<file path="src/rtl/cacheline_adaptor_if.sv">
// Arbiter-side line port and memory-side burst port of the cache-line adaptor.
// Latency: n/a (signal bundle only).
// Backpressure: none here; the slave stalls bursts on resp_i and completes the line with resp_o.
//   slave  : the adaptor (takes line requests and memory acks, drives bursts and the response)
//   master : the environment (arbiter plus burst memory)
interface cacheline_adaptor_if;
    logic [255:0] line_i;
    logic [255:0] line_o;
    logic [31:0]  address_i;
    logic         read_i;
    logic         write_i;
    logic         resp_o;
    logic [63:0]  burst_i;
    logic [63:0]  burst_o;
    logic [31:0]  address_o;
    logic         read_o;
    logic         write_o;
    logic         resp_i;

    modport slave (
        input  line_i, address_i, read_i, write_i, burst_i, resp_i,
        output line_o, resp_o, burst_o, address_o, read_o, write_o
    );

    modport master (
        output line_i, address_i, read_i, write_i, burst_i, resp_i,
        input  line_o, resp_o, burst_o, address_o, read_o, write_o
    );
endinterface

</file>
<file path="src/rtl/cacheline_adaptor.sv">
// Turns one 256-bit line read/write from the arbiter into a 4 x 64-bit memory burst.
// Latency: resp_o pulses 5 cycles after the request cycle with no wait states; each idle resp_i adds one.
// Backpressure: memory stalls beats by holding resp_i low; the arbiter holds its request until resp_o.
//   clk, rst          : clock and asynchronous active-high reset
//   bus.line_i/line_o : write line in, assembled read line out
//   bus.address_i     : line address; bits [4:0] are dropped
//   bus.read_i/write_i: line requests (read has priority), completed by the resp_o pulse
//   bus.burst_i/o, address_o, read_o, write_o, resp_i : memory burst port, one beat per resp_i
module cacheline_adaptor (
    input  logic                clk,
    input  logic                rst,
    cacheline_adaptor_if.slave  bus
);
    typedef enum logic [1:0] {IDLE, READ, WRITE, DONE} state_t;

    state_t        state_q, state_d;
    logic [1:0]    cnt_q, cnt_d;
    logic          resp_q, resp_d;
    logic          read_q, read_d;
    logic          write_q, write_d;
    logic [255:0]  line_q, line_d;
    logic [255:0]  wbuf_q, wbuf_d;
    logic [63:0]   burst_q, burst_d;
    logic [31:0]   addr_q, addr_d;
    logic [7:0]    beat_base;
    logic [7:0]    next_base;

    // Bit offset of the current beat and of the one after it within a line.
    assign beat_base = {cnt_q, 6'b0};
    assign next_base = {cnt_q + 2'd1, 6'b0};

    always_comb begin
        state_d = state_q;
        cnt_d   = cnt_q;
        resp_d  = 1'b0;
        read_d  = read_q;
        write_d = write_q;
        line_d  = line_q;
        wbuf_d  = wbuf_q;
        burst_d = burst_q;
        addr_d  = addr_q;
        case (state_q)
            IDLE: begin
                if (bus.read_i) begin
                    state_d = READ;
                    addr_d  = {bus.address_i[31:5], 5'b0};
                    cnt_d   = 2'd0;
                    read_d  = 1'b1;
                end else if (bus.write_i) begin
                    state_d = WRITE;
                    addr_d  = {bus.address_i[31:5], 5'b0};
                    cnt_d   = 2'd0;
                    write_d = 1'b1;
                    wbuf_d  = bus.line_i;
                    // Present beat 0 from the first WRITE cycle on.
                    burst_d = bus.line_i[63:0];
                end
            end
            READ: begin
                if (bus.resp_i) begin
                    line_d[beat_base +: 64] = bus.burst_i;
                    cnt_d = cnt_q + 2'd1;
                    if (cnt_q == 2'd3) begin
                        state_d = DONE;
                        read_d  = 1'b0;
                        resp_d  = 1'b1;
                    end
                end
            end
            WRITE: begin
                if (bus.resp_i) begin
                    cnt_d = cnt_q + 2'd1;
                    if (cnt_q == 2'd3) begin
                        state_d = DONE;
                        write_d = 1'b0;
                        resp_d  = 1'b1;
                    end else begin
                        // Advance to the next beat only after memory took this one.
                        burst_d = wbuf_q[next_base +: 64];
                    end
                end
            end
            DONE: begin
                // Request inputs are deliberately not looked at here.
                state_d = IDLE;
            end
            default: state_d = IDLE;
        endcase
    end

    always_ff @(posedge clk or posedge rst) begin
        if (rst) begin
            state_q <= IDLE;
            cnt_q   <= 2'd0;
            resp_q  <= 1'b0;
            read_q  <= 1'b0;
            write_q <= 1'b0;
            line_q  <= '0;
            wbuf_q  <= '0;
            burst_q <= '0;
            addr_q  <= '0;
        end else begin
            state_q <= state_d;
            cnt_q   <= cnt_d;
            resp_q  <= resp_d;
            read_q  <= read_d;
            write_q <= write_d;
            line_q  <= line_d;
            wbuf_q  <= wbuf_d;
            burst_q <= burst_d;
            addr_q  <= addr_d;
        end
    end

    assign bus.resp_o    = resp_q;
    assign bus.read_o    = read_q;
    assign bus.write_o   = write_q;
    assign bus.line_o    = line_q;
    assign bus.burst_o   = burst_q;
    assign bus.address_o = addr_q;
endmodule
</file>
<file path="src/flat_wrapper.sv">
// flat-port wrapper written by rule: the top's interface ports become plain ports
module cacheline_adaptor_flat 
  (clk, rst, bus_line_i, bus_address_i, bus_read_i, bus_write_i, bus_burst_i, bus_resp_i, bus_line_o, bus_resp_o, bus_burst_o, bus_address_o, bus_read_o, bus_write_o);
  cacheline_adaptor_if bus_i ();
  input  logic clk;
  input  logic rst;
  input wire logic [$bits(bus_i.line_i)-1:0] bus_line_i;
  input wire logic [$bits(bus_i.address_i)-1:0] bus_address_i;
  input wire logic [$bits(bus_i.read_i)-1:0] bus_read_i;
  input wire logic [$bits(bus_i.write_i)-1:0] bus_write_i;
  input wire logic [$bits(bus_i.burst_i)-1:0] bus_burst_i;
  input wire logic [$bits(bus_i.resp_i)-1:0] bus_resp_i;
  output wire logic [$bits(bus_i.line_o)-1:0] bus_line_o;
  output wire logic [$bits(bus_i.resp_o)-1:0] bus_resp_o;
  output wire logic [$bits(bus_i.burst_o)-1:0] bus_burst_o;
  output wire logic [$bits(bus_i.address_o)-1:0] bus_address_o;
  output wire logic [$bits(bus_i.read_o)-1:0] bus_read_o;
  output wire logic [$bits(bus_i.write_o)-1:0] bus_write_o;
  assign bus_i.line_i = bus_line_i;
  assign bus_i.address_i = bus_address_i;
  assign bus_i.read_i = bus_read_i;
  assign bus_i.write_i = bus_write_i;
  assign bus_i.burst_i = bus_burst_i;
  assign bus_i.resp_i = bus_resp_i;
  assign bus_line_o = bus_i.line_o;
  assign bus_resp_o = bus_i.resp_o;
  assign bus_burst_o = bus_i.burst_o;
  assign bus_address_o = bus_i.address_o;
  assign bus_read_o = bus_i.read_o;
  assign bus_write_o = bus_i.write_o;
  cacheline_adaptor u_core (.clk(clk), .rst(rst), .bus(bus_i));
endmodule
</file>
<file path="config.mk">
export PLATFORM = sky130hd
export DESIGN_NAME = cacheline_adaptor_flat
export DESIGN_NICKNAME = d
export VERILOG_FILES = /design/src/rtl/cacheline_adaptor_if.sv /design/src/rtl/cacheline_adaptor.sv /design/src/flat_wrapper.sv
export SDC_FILE = /design/constraint.sdc
export NUM_CORES = 1
export LEC_CHECK = 0
export CAP_MARGIN = 40
export CORE_AREA = 8 8 268 270
export CTS_CLUSTER_SIZE = 24
export DETAILED_ROUTE_END_ITERATION = 12
export DIE_AREA = 0 0 276 278
export PLACE_DENSITY = 0.72
export SLEW_MARGIN = 10
export SYNTH_ARGS = -nofsm -noshare
export SYNTH_HDL_FRONTEND = slang
export SYNTH_SLANG_ARGS = --single-unit
</file>
<file path="constraint.sdc">
create_clock -name clk -period 29.9 [get_ports clk]
set_input_delay 5.98 -clock clk [delete_from_list [all_inputs] [get_ports clk]]
set_output_delay 5.98 -clock clk [all_outputs]
set_load 0.01 [all_outputs]
</file>
==> results of run 1 <==
## cells in the mapped netlist, drive strengths merged
cell,count
o211ai,1
o22ai,2
inv,7
conb,1
nand2b,65
a21bo,1
o2bb2ai,1
nor3b,1
nand3,6
mux2i,129
a22o,129
mux2,347
buf,71
a222oi,1
o221ai,64
dfrtp,610
nand3b,1
and3,3
ha,11
nor2,2
nand2,262
or2,1
clkbuf,77
a21oi,6
o211a,1
o21ai,130
nor4b,2
## metal layers
layer,part of all wire,up-vias,GRT usage
li1,-,8222,-
met1,0.38,9250,0.2390
met2,0.49,767,0.3504
met3,0.096,170,0.08384
met4,0.036,36,0.08200
met5,0.0028,-,0
## through the flow
stage | hold slack (ns) | area [sq um] | power [mW]
after floorplan | 0.4787 | 25260 | 1.969
after detailed placement | 0.4701 | 33230 | 2.492
final | 0.4784 | 35470 | 3.288
after global placement | 0.4640 | 32950 | 2.422
after global routing | 0.5013 | 35460 | 3.464
after CTS | 0.4840 | 35390 | 3.327
## worst reg2reg max path: stages (launching register included)
cell	delay, ns
dfrtp_1	0.50
inv_1	0.25
ha_4	0.76
buf_4	0.75
mux2i_1	0.52
o221ai_1	0.17
mux2_1	0.31
## state kept, by name (all words and copies together), names as in the netlist
| register | cells |
|---|---|
| u_core.state_q | 2 |
| u_core.bus.read_o | 1 |
| u_core.bus.write_o | 1 |
| u_core.bus.resp_o | 1 |
| u_core.bus.burst_o | 64 |
| u_core.wbuf_q | 256 |
| u_core.bus.address_o | 27 |
| u_core.bus.line_o | 256 |
| u_core.cnt_q | 2 |
## where the power goes
| group | internal, mW | switching, mW |
|---|---|---|
| Sequential | 1.11 | 0.160 |
| Clock | 0.470 | 0.347 |
| Combinational | 0.650 | 0.547 |
| Total | 2.23 | 1.05 |
## cells by family (layout without fill, tap and decap cells)
logic type | after synthesis | after routing
buffers and inverters | 155 | 854
flip-flops | 610 | 610
AND/OR/NAND/NOR | 343 | 343
multiplexers | 476 | 476
other | 1 | 16
AO/OA/AOI/OAI | 336 | 336
adder cells (fa/ha/maj) | 11 | 11
## cell type report
type                       instances  share of cell area
antenna                           11           0.0007760
clock buffer                      90             0.05281
timing repair buffer             735              0.2119
sequential                       610              0.4303
tap                              882             0.03111
clock inverter                    22            0.008148
multi-input combinational       1171              0.2639
inverter                           7           0.0009524
## how the worst max path moves through the flow
stage,from,endpoint,slack [ns],cells past startpoint
2_1_floorplan,rst,u_core.bus.address_o[10],6.84,1
3_3_place_gp,rst,u_core.wbuf_q[211],20.11,5
3_5_place_dp,rst,u_core.wbuf_q[211],20.32,6
4_1_cts,rst,u_core.wbuf_q[87],21.00,6
5_1_grt,rst,u_core.bus.burst_o[47],20.63,7
6_report,rst,u_core.bus.burst_o[47],21.13,7
==> run metrics, run 1 <==
status completed; R2R depth 6; initial antenna violation count 29; DRT antenna net count 0; critical path data arrival time 9.39 ns; Crit path top cell by count buf_4; via count between 15k and 20k; Post-CTS Setup Bufs 0; Core Region 0.06775 sq mm; clk sinks 610; leading cell type in the layout, fill and taps excluded clkdlybuf4s50_1; max cap viols 0; area grow syn2layout 40.53%; share of post-route cells with drive strength above 1 0.1662; Setup WS pre-CTS 20.32 ns; Reg2Reg Setup Slack 26.50 ns; multiplexer area fraction after synthesis 0.2060; Die ar. 0.07673 sq mm; critical path required time 30.52 ns; H-tree level count 3; Worst setup SP type primary input; IO Count 712; Tmin final around 8.8 ns; DR WL/cell 23.57 um; Detailed Place HPWL 59240 um; area fraction of the dominant cell type after synthesis 0.6048; initial detailed-routing violation count 1180; hold path startpoint u_core.bus.line_o[188]; pin count of the biggest net entering global routing between 150 and 200; Port-buffer cells between 700 and 800; Filler Cells Inserted between 5k and 6k; placed cells between 3k and 4k; Root Driver clkbuf_16; CTS Buf Count 66; fmax between 0.1 and 0.15 GHz; post-CTS sizing 0; Routed WL 83150 um; Cell Pwr Density 92.71 mW/mm^2; CTS tree built; GR Util All Layers 0.2091; Slew headroom 0.3408; compound-gate portion of the synthesized area 0.09627; Final Setup Violations 0; WS Path Type primary input to asynchronous set/reset pin; worst-margin pin slew 0.9888 ns; Peak VDD IR approximately 0.000064 V; RePlAce Congestion between 0.8 and 0.9; post-synthesis register bit count 610; Worst-path clk slew 0.06 ns; worst skew pair latency roughly 0.60 ns; RSZ-0062 raised after global routing no; setup tns final 0 ns; number of library cell types mapped by synthesis 32; syn avg cell area 13.06 sq um; Pleak about 15 nW; Max FO, Critical Path 75; chip width around 280 um; simple-gate share of the synthesized area 0.05884; reg2reg end u_core.bus.burst_o[42]; Hold Path Sink u_core.bus.line_o[188]; main combinational cell family by area after synthesis multiplexers; nets@finish 2959; adder-cell area share of the yosys netlist 0.005453; Vert. Die Dim about 280 um; Max clock buf depth 3; hold buffer count at CTS 0; global-route wire length before repair 125200 um; Syn Inst Count 1932; Setup Skew 0.02288 ns; register area share after synthesis 0.6048; most frequent cells in the layout clkdlybuf4s50_1 (701), dfrtp_1 (610), mux2_2 (287); Seq. cell area 0.01526 sq mm; Slew Limit Fails 0; Core Rows 96; DRC Markers 0; Util after Layout 0.5236; number of global-route vias before repair 19.75k; ranking of synthesized cells by area dfrtp_1 (60%), mux2_2 (13%), mux2i_1 (5.1%), a22o_1 (4.5%), nand2_1 (3.9%); GRT overflow 0; area of the multi-input gates ~0.0094 sq mm; hold crit path type flop to flop; CP endpoint kind asynchronous set/reset pin; Worst path top cell family by delay buffers and inverters; vias per inst between 5 and 6; YS warnings 0; Synth area leader dfrtp_1; Post-Syn Area about 0.025 sq mm; Initial Utilization 0.3726; CP peak stage delay 0.74 ns; Critical-path top delay cell buf_4; Non-Filler Instances 3528; 1st-pass router iterations 5; WP buf/inv 7; hold-critical path depth 2; Final Hold Vio Count 0; Final Worst Setup Slack 21.13 ns; crit path cell chain clkdlybuf4s50_1, inv_8, buf_16, buf_4, buf_4, buf_16, buf_4; XOR/XNOR share of the synthesized area 0; R2R Path Start u_core.cnt_q[0]; period utilization 0.2934
(Power assumes the default switching activity.)
==> run 2, diff against run 1 <==
==> constraint.sdc (replaced) <==
create_clock -name clk -period 9.1 [get_ports clk]
set_input_delay 1.82 -clock clk [delete_from_list [all_inputs] [get_ports clk]]
set_output_delay 1.82 -clock clk [all_outputs]
set_load 0.01 [all_outputs]
==> run 2 against run 1 <==
- wire length increased by 0.71%
- count of clock-buffer cells in the layout increased by 9
- non-clock buffer count decreased by 6
- largest cell class unchanged
- critical path depth decreased by 1
- die area unchanged
- hold slack about the same
- critical path type is now primary input to flop
- worst setup slack got worse by 17 ns
- via count increased by 0.12%
==> run metrics, run 2 (synthesized netlist as in run 1, its figures left out) <==
status completed; chip width 276 um; 1st-pass router iterations 6; nets@finish a little under 3k; Core Rows 96; Int Power approximately 7.4 mW; Slew headroom 0.2514; Final Setup Violations 0; worst skew pair latency 0.60 ns; Routed WL 83740 um; IO Count 712; Max FO, Critical Path 45; Max clock buf depth 3; Tmin final 4.597 ns; WS Path Type primary input to flop; hold slack final approximately 0.48 ns; max cap viols 0; Final Hold Vio Count 0; initial antenna violation count 33; Detailed Place HPWL 59670 um; pin count of the biggest net entering global routing roughly 190; most frequent cells in the layout clkdlybuf4s50_1 (701), dfrtp_1 (610), mux2_2 (287); share of post-route cells with drive strength above 1 0.1659; GR Util All Layers 0.2117; fmax 0.2175 GHz; RSZ-0062 raised after global routing no; CP endpoint kind flop; hold buffer count at CTS 0; Setup Skew 0.02482 ns; via count 18.47k; H-tree level count 3; worst-margin pin slew between 1 and 1.5 ns; Core Region 0.06775 sq mm; setup tns final 0 ns; Port-buffer cells 701; Pleak 14.99 nW; DRC Markers 0; critical path required time 9.56 ns; post-CTS sizing 0; Slew Limit Fails 0; CTS tree built; clock power share 0.254; area grow syn2layout 40.36%; critical path data arrival time 5.06 ns; initial detailed-routing violation count between 1k and 1.5k; Cell Pwr Density 306.8 mW/mm^2; switching share of power 0.3165; Worst setup SP type primary input; hold crit path type flop to flop; DRT antenna net count 0; Seq pwr share 0.385; number of global-route vias before repair 19.88k; period utilization 0.5052; Peak VDD IR 0.0002096 V; P_sw 3.440 mW; Die ar. between 0.07 and 0.08 sq mm; leading cell type in the layout, fill and taps excluded clkdlybuf4s50_1; RePlAce Congestion 0.8571; GRT overflow 0; clk sinks 610; Post-CTS Setup Bufs 0; global-route wire length before repair 126400 um; Worst-path clk slew 0.06 ns; vias per inst 5.226; Initial Utilization 0.3726; Root Driver clkbuf_16; DR WL/cell approximately 24 um; CTS Buf Count 66; Comb pwr share 0.361; Vert. Die Dim 278 um
==> run 2: cell types whose count changed in the layout (fill, tap and decap cells not counted), sizes merged <==
cell,before,now
bufinv,3,4
clkinv,13,11
clkinvlp,2,1
clkbuf,90,99
buf,34,28
diode,11,18
inv,11,9
==> run 2: critical path, stage by stage <==
cell	delay [ns]
clkdlybuf4s50_1	0.80
inv_1	0.13
a222oi_1	0.61
o211a_4	0.53
buf_4	0.68
mux2_2	0.41
==> run 2: layout make-up <==
type | instances | area [sq um]
antenna | 18 | 45.04
timing repair buffer | 729 | 7372
sequential | 610 | 15260
clock inverter | 18 | 242.7
tap | 882 | 1104
multi-input combinational | 1171 | 9361
fill | 5684 | 32320
clock buffer | 99 | 2008
inverter | 7 | 30.03
==> run 2: per-layer routing <==
metal | track usage | wire length (um) | part of all wire | up-vias
met4 | 0.08119 | 2973 | 0.036 | 32
met3 | 0.08543 | 8069 | 0.096 | 175
li1 | - | - | - | 8221
met1 | 0.2373 | 31670 | 0.38 | 9281
met5 | 0 | 207 | 0.0025 | -
met2 | 0.3608 | 40820 | 0.49 | 758
==> run 2: final timing paths <==
kind | from | endpoint | slack (ns) | cells after the start
worst max-delay path | bus_resp_i | u_core.bus.burst_o[49] | 4.50 | 6
worst min-delay path | u_core.bus.line_o[161] | u_core.bus.line_o[161] | 0.48 | 2
worst max register to register | u_core.cnt_q[0] | u_core.bus.burst_o[45] | 5.64 | 6
worst min register to register | u_core.bus.line_o[161] | u_core.bus.line_o[161] | 0.48 | 2
max in group asynchronous | rst | u_core.bus.line_o[92] | 5.91 | 4
min in group asynchronous | rst | u_core.wbuf_q[181] | 1.73 | 3
==> run 2: power by group through the flow <==
stage,registers (mW),logic (mW),clock network [mW]
floorplan,4.24,2.23,0
global placement,4.16,3.82,0
detailed placement,4.22,3.97,0
CTS,4.18,3.99,2.84
global route,4.28,4.22,2.94
finish,4.18,3.92,2.77
==> run 2: metrics by stage <==
stage               cells  setup WS (ns)  utilization  cell area (sq um)  power [mW]
finish               3534          4.503       0.5230              35430       10.87
CTS                  3516          4.470       0.5223              35380       11.01
global route         3523          4.362       0.5226              35400       11.44
detailed placement   3399          3.851       0.4891              33130       8.185
global placement     3393          3.950       0.4868              32980       7.975
floorplan            1936         -1.043            -              25260       6.471
